--- config.mk ---
export PLATFORM = sky130hd
export DESIGN_NAME = mux_n_scan_flat
export DESIGN_NICKNAME = d
export VERILOG_FILES = /design/src/rtl/mux_n_scan_if.sv /design/src/rtl/mux_n_scan.sv /design/src/flat_wrapper.sv
export SDC_FILE = /design/constraint.sdc
export NUM_CORES = 1
export LEC_CHECK = 0
export CAP_MARGIN = 20
export CELL_PAD_IN_SITES_DETAIL_PLACEMENT = 0
export CELL_PAD_IN_SITES_GLOBAL_PLACEMENT = 2
export CORE_MARGIN = 10
export CORE_UTILIZATION = 26
export DETAILED_ROUTE_END_ITERATION = 10
export GPL_TIMING_DRIVEN = 0
export HOLD_SLACK_MARGIN = 0.15
export PLACE_DENSITY_LB_ADDON = 0.1
export SLEW_MARGIN = 20
export SYNTH_ARGS = -nofsm -noshare
export SYNTH_HDL_FRONTEND = slang
export SYNTH_SLANG_ARGS = --single-unit
export TNS_END_PERCENT = 50
--- constraint.sdc ---
create_clock -name clk -period 4.8 [get_ports clk]
set_input_delay 0.96 -clock clk [delete_from_list [all_inputs] [get_ports clk]]
set_output_delay 0.96 -clock clk [all_outputs]
set_load 0.05 [all_outputs]
--- src/rtl/mux_n_scan_if.sv ---
// Output-side bus of mux_n_scan: registered sample, its channel index and
// status flags, with a valid/ready handshake.
interface mux_n_scan_if #(
  parameter int N = 8,
  parameter int W = 1,
  parameter int S = $clog2(N)
);
  logic [W-1:0] y;
  logic [S-1:0] sel_out;
  logic         valid;
  logic         ready;
  logic         wrap;
  logic         sel_err;

  modport master (output y, sel_out, valid, wrap, sel_err, input ready);
  modport slave  (input y, sel_out, valid, wrap, sel_err, output ready);
endinterface

--- src/rtl/mux_n_scan.sv ---
// N-channel, W-bit registered mux with manual select and round-robin scan modes.
// Optional MUX_N_SCAN_MASK_EN adds a per-channel mask that scan mode skips over.
module mux_n_scan #(
  parameter int N = 8,
  parameter int W = 1,
  parameter int S = $clog2(N)
) (
  input  logic             clk,
  input  logic             rst,
  input  logic             ena,
  input  logic             mode,
  input  logic [S-1:0]     sel_in,
  input  logic [N*W-1:0]   a,
`ifdef MUX_N_SCAN_MASK_EN
  input  logic [N-1:0]     mask,
`endif
  mux_n_scan_if.master     bus
);

  logic [S-1:0] ptr;
  logic [S-1:0] scan_ch;
  logic [S-1:0] scan_next;
  logic         scan_hit;
  logic         scan_wrap;
  logic [W-1:0] man_data;
  logic [W-1:0] scan_data;
  logic         sel_ok;
  logic         load;

`ifdef MUX_N_SCAN_MASK_EN
  localparam int unsigned NU = N;

  // Nearest enabled channel at or after ptr in circular order; wrap marks the
  // highest enabled channel, since the next search must come round through 0.
  always_comb begin
    int unsigned best;
    int unsigned d;
    logic        above;
    scan_ch  = ptr;
    scan_hit = 1'b0;
    best     = NU;
    d        = '0;
    above    = 1'b0;
    for (int unsigned k = 0; k < NU; k++) begin
      d = (k >= 32'(ptr)) ? k - 32'(ptr) : k + NU - 32'(ptr);
      if (mask[k] && d < best) begin
        best     = d;
        scan_ch  = S'(k);
        scan_hit = 1'b1;
      end
    end
    for (int unsigned k = 0; k < NU; k++) begin
      if (mask[k] && S'(k) > scan_ch) above = 1'b1;
    end
    scan_wrap = !above;
  end
`else
  always_comb begin
    scan_ch   = ptr;
    scan_hit  = 1'b1;
    scan_wrap = (ptr == S'(N - 1));
  end
`endif

  assign scan_next = (scan_ch == S'(N - 1)) ? '0 : scan_ch + 1'b1;
  assign sel_ok    = (32'(sel_in) < 32'(N));

  // Out-of-range manual selects match no channel and yield zero.
  always_comb begin
    man_data  = '0;
    scan_data = '0;
    for (int unsigned k = 0; k < 32'(N); k++) begin
      if (sel_in == S'(k))  man_data  = a[k*W +: W];
      if (scan_ch == S'(k)) scan_data = a[k*W +: W];
    end
  end

  assign load = ena && (!bus.valid || bus.ready) && (!mode || scan_hit);

  always_ff @(posedge clk) begin
    if (rst) begin
      bus.y       <= '0;
      bus.sel_out <= '0;
      bus.valid   <= 1'b0;
      bus.wrap    <= 1'b0;
      bus.sel_err <= 1'b0;
      ptr         <= '0;
    end else if (load) begin
      bus.valid <= 1'b1;
      if (mode) begin
        bus.y       <= scan_data;
        bus.sel_out <= scan_ch;
        bus.wrap    <= scan_wrap;
        bus.sel_err <= 1'b0;
        ptr         <= scan_next;
      end else begin
        bus.y       <= man_data;
        bus.sel_out <= sel_in;
        bus.wrap    <= 1'b0;
        bus.sel_err <= !sel_ok;
      end
    end else if (bus.valid && bus.ready) begin
      bus.valid   <= 1'b0;
      bus.wrap    <= 1'b0;
      bus.sel_err <= 1'b0;
    end
  end

endmodule

--- src/flat_wrapper.sv ---
// flat-port wrapper written by rule: the top's interface ports become plain ports
module mux_n_scan_flat 
#(
  parameter int N = 8,
  parameter int W = 1,
  parameter int S = $clog2(N)
)
  (clk, rst, ena, mode, sel_in, a, bus_y, bus_sel_out, bus_valid, bus_wrap, bus_sel_err, bus_ready);
  mux_n_scan_if #(.N(N), .W(W), .S(S)) bus_i ();
  input  logic clk;
  input  logic rst;
  input  logic ena;
  input  logic mode;
  input  logic [S-1:0] sel_in;
  input  logic [N*W-1:0] a;
  output wire logic [$bits(bus_i.y)-1:0] bus_y;
  output wire logic [$bits(bus_i.sel_out)-1:0] bus_sel_out;
  output wire logic [$bits(bus_i.valid)-1:0] bus_valid;
  output wire logic [$bits(bus_i.wrap)-1:0] bus_wrap;
  output wire logic [$bits(bus_i.sel_err)-1:0] bus_sel_err;
  input wire logic [$bits(bus_i.ready)-1:0] bus_ready;
  assign bus_y = bus_i.y;
  assign bus_sel_out = bus_i.sel_out;
  assign bus_valid = bus_i.valid;
  assign bus_wrap = bus_i.wrap;
  assign bus_sel_err = bus_i.sel_err;
  assign bus_i.ready = bus_ready;
  mux_n_scan #(.N(N), .W(W), .S(S)) u_core (.clk(clk), .rst(rst), .ena(ena), .mode(mode), .sel_in(sel_in), .a(a), .bus(bus_i));
endmodule
==> metrics.yaml, run 1 <==
drive_above_1_share_pct: 8.911
timing.final.hold_violations: 0
die_h_um: 69.78
required_ns: 3.84
core_area_um2: 2276
status: "finished clean"
cts_tree: "built"
yosys_warnings: 0
p_sw_uw: 63.15
critPathMaxFanout: 3
setup_viol: 0
sw_frac_of_total_pct: 30.95
end_kind: "output pin"
syn_inst: 77
power.clock.fraction_pct: 27.9
clock_skew_ns: 0.0008794
antenna_found_initial: 0
path_clk_slew_ns: 0.06
vias: 612
crit_family: "buffers and inverters"
cts_buffers: 3
netlist_area_um2: 644.4
worstMarginPinSlew_ns: 0.5004
max_freq_mhz: 418.0
syn_avg_cell_area_um2: 8.368
yosys.cell_types.count: 30
final_common_cell: "clkdlybuf4s50_1"
cts_sinks: 9
grt_pass1_vias: 627
cts-resized-gates: 0
n_antenna_cell: 0
clock_latency_ns: 0.26
hp-class: "reg -> reg"
cpPeakStageDelay_ns: 0.82
power_leakage_nw: 0.3548
synth_nets: 99
finalMaxSlewViolations: 0
die_area_um2: 4869
ant_nets: 0
track_usage_pct: 7.393
fin_crit_ns: 2.392
crit_chain: "clkdlybuf4s50_1"
combPwrFrac_pct: 31.1
path_class: "reg -> out"
crit_buf_inv: 1
row_count: 17
wl_per_cell_um: 13.40
grt_max_degree: 11
dieWidth_um: 69.78
setup_tns_ns: 0
rsz0062_at_grt: "false"
avgViaCountPerCell: 4.744
clk_path_buf_depth: 2
layout_common_cells: "clkdlybuf4s50_1 (20), nor2_1 (9), dfxtp_1 (9)"
start_kind: "register"
wl_um: 1729
crit_slowest_cell: "clkdlybuf4s50_1"
place.gp.congestion: 0.7380
portBuffers: 20
total_power_uw: 204.0
pwr-share-seq_pct: 41.0
first_pass_iters: 4
max_cap_viol_count: 0
overflow: 0
start_util_pct: 28.31
place_hpwl_um: 1448
cts_max_level: 1
num_io_pins: 23
postLayoutCoreUtil_pct: 39.80
layout.nets: 124
drt_iter0_markers: 41
route.detailed.drc: 0
powerDensity_nw_per_um2: 225.2
postCtsHoldBufs: 0
grt_pass1_wl_um: 3029
max-slew-margin-rel_pct: 66.53
areaGrowthSynthToFinish_pct: 40.58
vdd_drop_max_v: 0.0001668
ys_seq_elements: 9
post_cts_buffers: 0
yosysSeqAreaShare_pct: 27.96
root_buffer: "clkbuf_4"
intPower_uw: 140.9
arrival_ns: 1.43
period_share_pct: 49.84
-- routing by layer --
metal	wire length, µm	global-route usage [%]
met3	130	3.852
met4	9	1.304
met1	776	9.249
met2	812	10.99
met5	0	0
-- synth_stat cells, drive strengths merged --
library cell	n	area, µm²
dfxtp	9	180.2
a22o	1	8.760
and3	1	6.260
a21oi	6	30.03
nor2b	4	25.02
a311oi	3	32.53
a2111oi	2	23.77
buf	3	17.52
or3	1	6.260
ha	6	75.07
nand2	5	18.77
nor2	9	33.78
mux4	1	22.52
clkbuf	1	3.750
a211oi	3	22.52
mux2i	4	40.04
a221oi	1	8.760
nand2b	1	6.260
o21ai	2	10.00
nand3b	1	7.510
nand4b	1	8.760
nand3	3	15.01
o41ai	1	8.760
a31oi	1	6.260
inv	6	22.52
conb	1	3.750
-- area by class of cell --
class,instances,area [µm²]
Sequential cell,9,180.2
Fill cell,247,1370
Inverter,6,22.52
Tap cell,28,35.03
Multi-Input combinational cell,58,420.4
Timing Repair Buffer,20,200.2
Buffer,4,21.27
Clock buffer,4,26.28
-- kinds of logic after synthesis --
family | count (synthesis) | synth area share (%)
and+or+nand+nor | 26 | 19.81
AOI/OAI and AO/OA | 20 | 23.49
buffers and inverters | 10 | 6.796
DFF | 9 | 27.96
adders and majority gates | 6 | 11.65
muxes | 5 | 9.709
other | 1 | 0.5820
-- per-stage QoR --
stage / hold slack [ns] / instance area [µm²] / worst slack [ns] / cells
2_1_floorplan: 0.4765 / 644.4 / 2.972 / 77
3_3_place_gp: 0.4906 / 879.6 / 2.305 / 125
3_5_place_dp: 0.4932 / 879.6 / 2.260 / 125
4_1_cts: 0.5017 / 905.9 / 2.394 / 129
5_1_grt: 0.5411 / 905.9 / 2.339 / 129
6_report: 0.5009 / 905.9 / 2.408 / 129
-- path summary, 6_finish.rpt --
kind                                            start               endpoint  slack, ns  depth (start not counted)
worst max-delay path                  u_core.bus.wrap               bus_wrap       2.41                          1
worst min-delay path            u_core.bus.sel_out[1]  u_core.bus.sel_out[1]       0.50                          2
worst max register to register          u_core.ptr[0]           u_core.bus.y       3.03                          6
worst min register to register  u_core.bus.sel_out[1]  u_core.bus.sel_out[1]       0.50                          2
-- state kept, by name, indices dropped and copies added, names as in the netlist --
| register | count |
|---|---|
| u_core.bus.y | 1 |
| u_core.bus.sel_out | 3 |
| u_core.ptr | 3 |
| u_core.bus.wrap | 1 |
| u_core.bus.valid | 1 |
-- power groups by stage --
stage	sequential (mW)	clock (mW)	combinational, mW
after detailed placement	0.0853	0	0.0640
final	0.0836	0.0570	0.0634
after global routing	0.0842	0.0669	0.0698
after global placement	0.0852	0	0.0642
after floorplan	0.0957	0	0.0271
after CTS	0.0836	0.0603	0.0642
Note: power is estimated with default switching activity, not from simulation.
==> inputs of run 2 (changes only) <==
--- a/config.mk
+++ b/config.mk
@@ -9,7 +9,7 @@
 export CELL_PAD_IN_SITES_DETAIL_PLACEMENT = 0
 export CELL_PAD_IN_SITES_GLOBAL_PLACEMENT = 2
 export CORE_MARGIN = 10
-export CORE_UTILIZATION = 26
+export CORE_UTILIZATION = 24
 export DETAILED_ROUTE_END_ITERATION = 10
 export GPL_TIMING_DRIVEN = 0
 export HOLD_SLACK_MARGIN = 0.15
==> constraint.sdc (replaced) <==
create_clock -name clk -period 2.35 [get_ports clk]
set_input_delay 0.47 -clock clk [delete_from_list [all_inputs] [get_ports clk]]
set_output_delay 0.47 -clock clk [all_outputs]
set_load 0.05 [all_outputs]
==> run 2 against run 1 <==
Effect of this change: die area increased by 5.9%; non-clock buffer count unchanged; sequential power increased by 100%; utilization decreased by 3.8 points; cell area increased by 0.28%; sequential share of layout area decreased by 0.055 points; critical path depth unchanged; wire length decreased by 1.3%; cell count increased by 1.6%; critical path type unchanged.
==> metrics.yaml, run 2 (same netlist as run 1, synthesis figures left out) <==
status: "finished clean"
antenna_found_initial: 0  # unchanged
required_ns: 1.88  # -1.96 ns
fillers: 293  # +19%
fin_cells: 131  # +1.6%
root_buffer: "clkbuf_4"
fin_crit_ns: 1.915
total_power_uw: 418.3  # +110%
rsz0062_at_grt: "false"
row_count: 18  # +1
first_pass_iters: 4  # unchanged
intPower_uw: 287.8  # +100%
overflow: 0  # unchanged
n_antenna_cell: 0  # unchanged
avgViaCountPerCell: 4.748  # about the same
hold_depth: 2  # unchanged
start_kind: "register"
wl_per_cell_um: 13.03  # -2.8%
cts_sinks: 9  # unchanged
period_share_pct: 81.51
hp-class: "reg -> reg"
setup_tns_ns: 0  # unchanged
regArea_um2: 180.2  # unchanged
max_freq_mhz: 522.1
powerDensity_nw_per_um2: 460.5  # +100%
clock_latency_ns: 0.25  # about the same
reg2reg_slack_ns: 0.56  # -2.47 ns
cts_buffers: 3  # unchanged
max_cap_viol_count: 0  # unchanged
end_kind: "output pin"
drt_iter0_markers: 14  # -66%
place_inst: 127  # +1.6%
worstMarginPinSlew_ns: 0.5114  # +0.01101 ns
route.detailed.drc: 0  # unchanged
layout.nets: 124  # unchanged
timing.final.hold_violations: 0  # unchanged
combPwrFrac_pct: 31.0  # about the same
r2r_end: "u_core.bus.y"
postCtsHoldBufs: 0  # unchanged
sw_frac_of_total_pct: 31.20  # +0.25 points
final_common_cell: "clkdlybuf4s50_1"
reg.largest.list: "u_core.bus.sel_out x3, u_core.ptr x3"
ant_nets: 0  # unchanged
post_cts_buffers: 0  # unchanged
crit_chain: "clkdlybuf4s50_1"
vias: 622  # +1.6%
path_class: "reg -> out"
setup_viol: 0  # unchanged
crit_buf_inv: 1  # unchanged
crit_slowest_cell: "clkdlybuf4s50_1"
dieWidth_um: 71.82  # +2.9%
hp-start: "u_core.bus.sel_out[1]"
r2r_start: "u_core.ptr[0]"
place.gp.congestion: 0.7475  # +1.3%
cts_tree: "built"
arrival_ns: 1.45  # +0.02 ns
r2r_cells: 6  # unchanged
layout_common_cells: "clkdlybuf4s50_1 (20), nor2_1 (9), dfxtp_1 (9)"
design_area_um2: 908.4  # +0.28%
place_hpwl_um: 1425  # -1.6%
grt_pass1_wl_um: 2925  # -3.4%
clock_skew_ns: 0.0004520  # -0.0004274 ns
pwr-share-seq_pct: 40.7  # -0.3 points
portBuffers: 20  # unchanged
num_io_pins: 23  # unchanged
crit_family: "buffers and inverters"
p_sw_uw: 130.5  # +110%
start_util_pct: 25.55  # -2.8 points
cpPeakStageDelay_ns: 0.82  # about the same
grt_max_degree: 11  # unchanged
power_leakage_nw: 0.3548  # unchanged
core_area_um2: 2522  # +11%
wl_um: 1707  # -1.3%
die_h_um: 71.82  # +2.9%
max-slew-margin-rel_pct: 65.80  # -0.74 points
drive_above_1_share_pct: 8.911  # unchanged
power.clock.fraction_pct: 28.3  # +0.4 points
clk_path_buf_depth: 2  # unchanged
cts_max_level: 1  # unchanged
die_area_um2: 5157  # +5.9%
grt_pass1_vias: 665  # +6.1%
track_usage_pct: 6.735  # -0.66 points
cts-resized-gates: 0  # unchanged
areaGrowthSynthToFinish_pct: 40.97
path_clk_slew_ns: 0.06  # about the same
min_to: "u_core.bus.sel_out[1]"
dpl_cell_area_um2: 882.1  # +0.28%
critPathMaxFanout: 3  # unchanged
hold_ws_ns: 0.4988  # -0.002056 ns
vdd_drop_max_v: 0.0003265  # +96%
finalMaxSlewViolations: 0  # unchanged
multiInputGateArea_um2: 420.4  # unchanged
[run 2: cell counts in the layout (fill, tap and decap cells not counted)]
No cell type changed its count.
[run 2: how the worst max path moves through the flow]
| stage | start | end | depth (start not counted) |
|---|---|---|---|
| 6_report | u_core.bus.wrap | bus_wrap | 1 |
| 5_1_grt | u_core.ptr[0] | u_core.bus.y | 6 |
| 4_1_cts | u_core.bus.wrap | bus_wrap | 1 |
| 3_5_place_dp | sel_in[0] | u_core.bus.y | 4 |
| 3_3_place_gp | sel_in[0] | u_core.bus.y | 4 |
| 2_1_floorplan | u_core.ptr[0] | u_core.bus.y | 6 |
[run 2: metal layers]
layer / part of all wire, % / up-vias / GRT usage [%]
met5: 0 / - / 0
met3: 6.7 / 2 / 3.444
li1: - / 327 / -
met2: 46 / 17 / 11.08
met4: 0.47 / 0 / 0.6452
met1: 47 / 276 / 7.858
[run 2: stage by stage]
step / worst slack [ns] / utilization (%)
finish: 0.4345 / 36.01
global placement: 0.3382 / 34.97
floorplan: 0.7873 / -
global route: 0.3621 / 36.01
CTS: 0.4347 / 36.01
detailed placement: 0.3498 / 34.97
[run 2: area by class of cell]
| type | count | area share, % |
|---|---|---|
| Sequential cell | 9 | 19.83 |
| Tap cell | 30 | 4.132 |
| Buffer | 4 | 2.342 |
| Inverter | 6 | 2.479 |
| Multi-Input combinational cell | 58 | 46.28 |
| Timing Repair Buffer | 20 | 22.04 |
| Clock buffer | 4 | 2.893 |
[run 2: power by group through the flow]
stage	logic, mW	clock network (mW)	registers (mW)
floorplan	0.0553	0	0.195
global placement	0.132	0	0.174
detailed placement	0.131	0	0.174
CTS	0.131	0.124	0.171
global route	0.142	0.136	0.172
finish	0.129	0.118	0.170
==> inputs of run 3 (changes only) <==
==> constraint.sdc (replaced) <==
create_clock -name clk -period 2 [get_ports clk]
set_input_delay 0.4 -clock clk [delete_from_list [all_inputs] [get_ports clk]]
set_output_delay 0.4 -clock clk [all_outputs]
set_load 0.05 [all_outputs]
==> results of run 3 <==
The final DEF is identical to that of run 2. Status: finished clean.
Main changes from that run: setup slack after placement 0.3498 ns -> 0.06985 ns; setup slack after layout 0.4345 ns -> 0.1545 ns; register-to-register setup slack 0.56 ns -> 0.21 ns; total power 0.4183 mW -> 0.4915 mW; worst IR drop on VDD 0.0003265 V -> 0.0003837 V
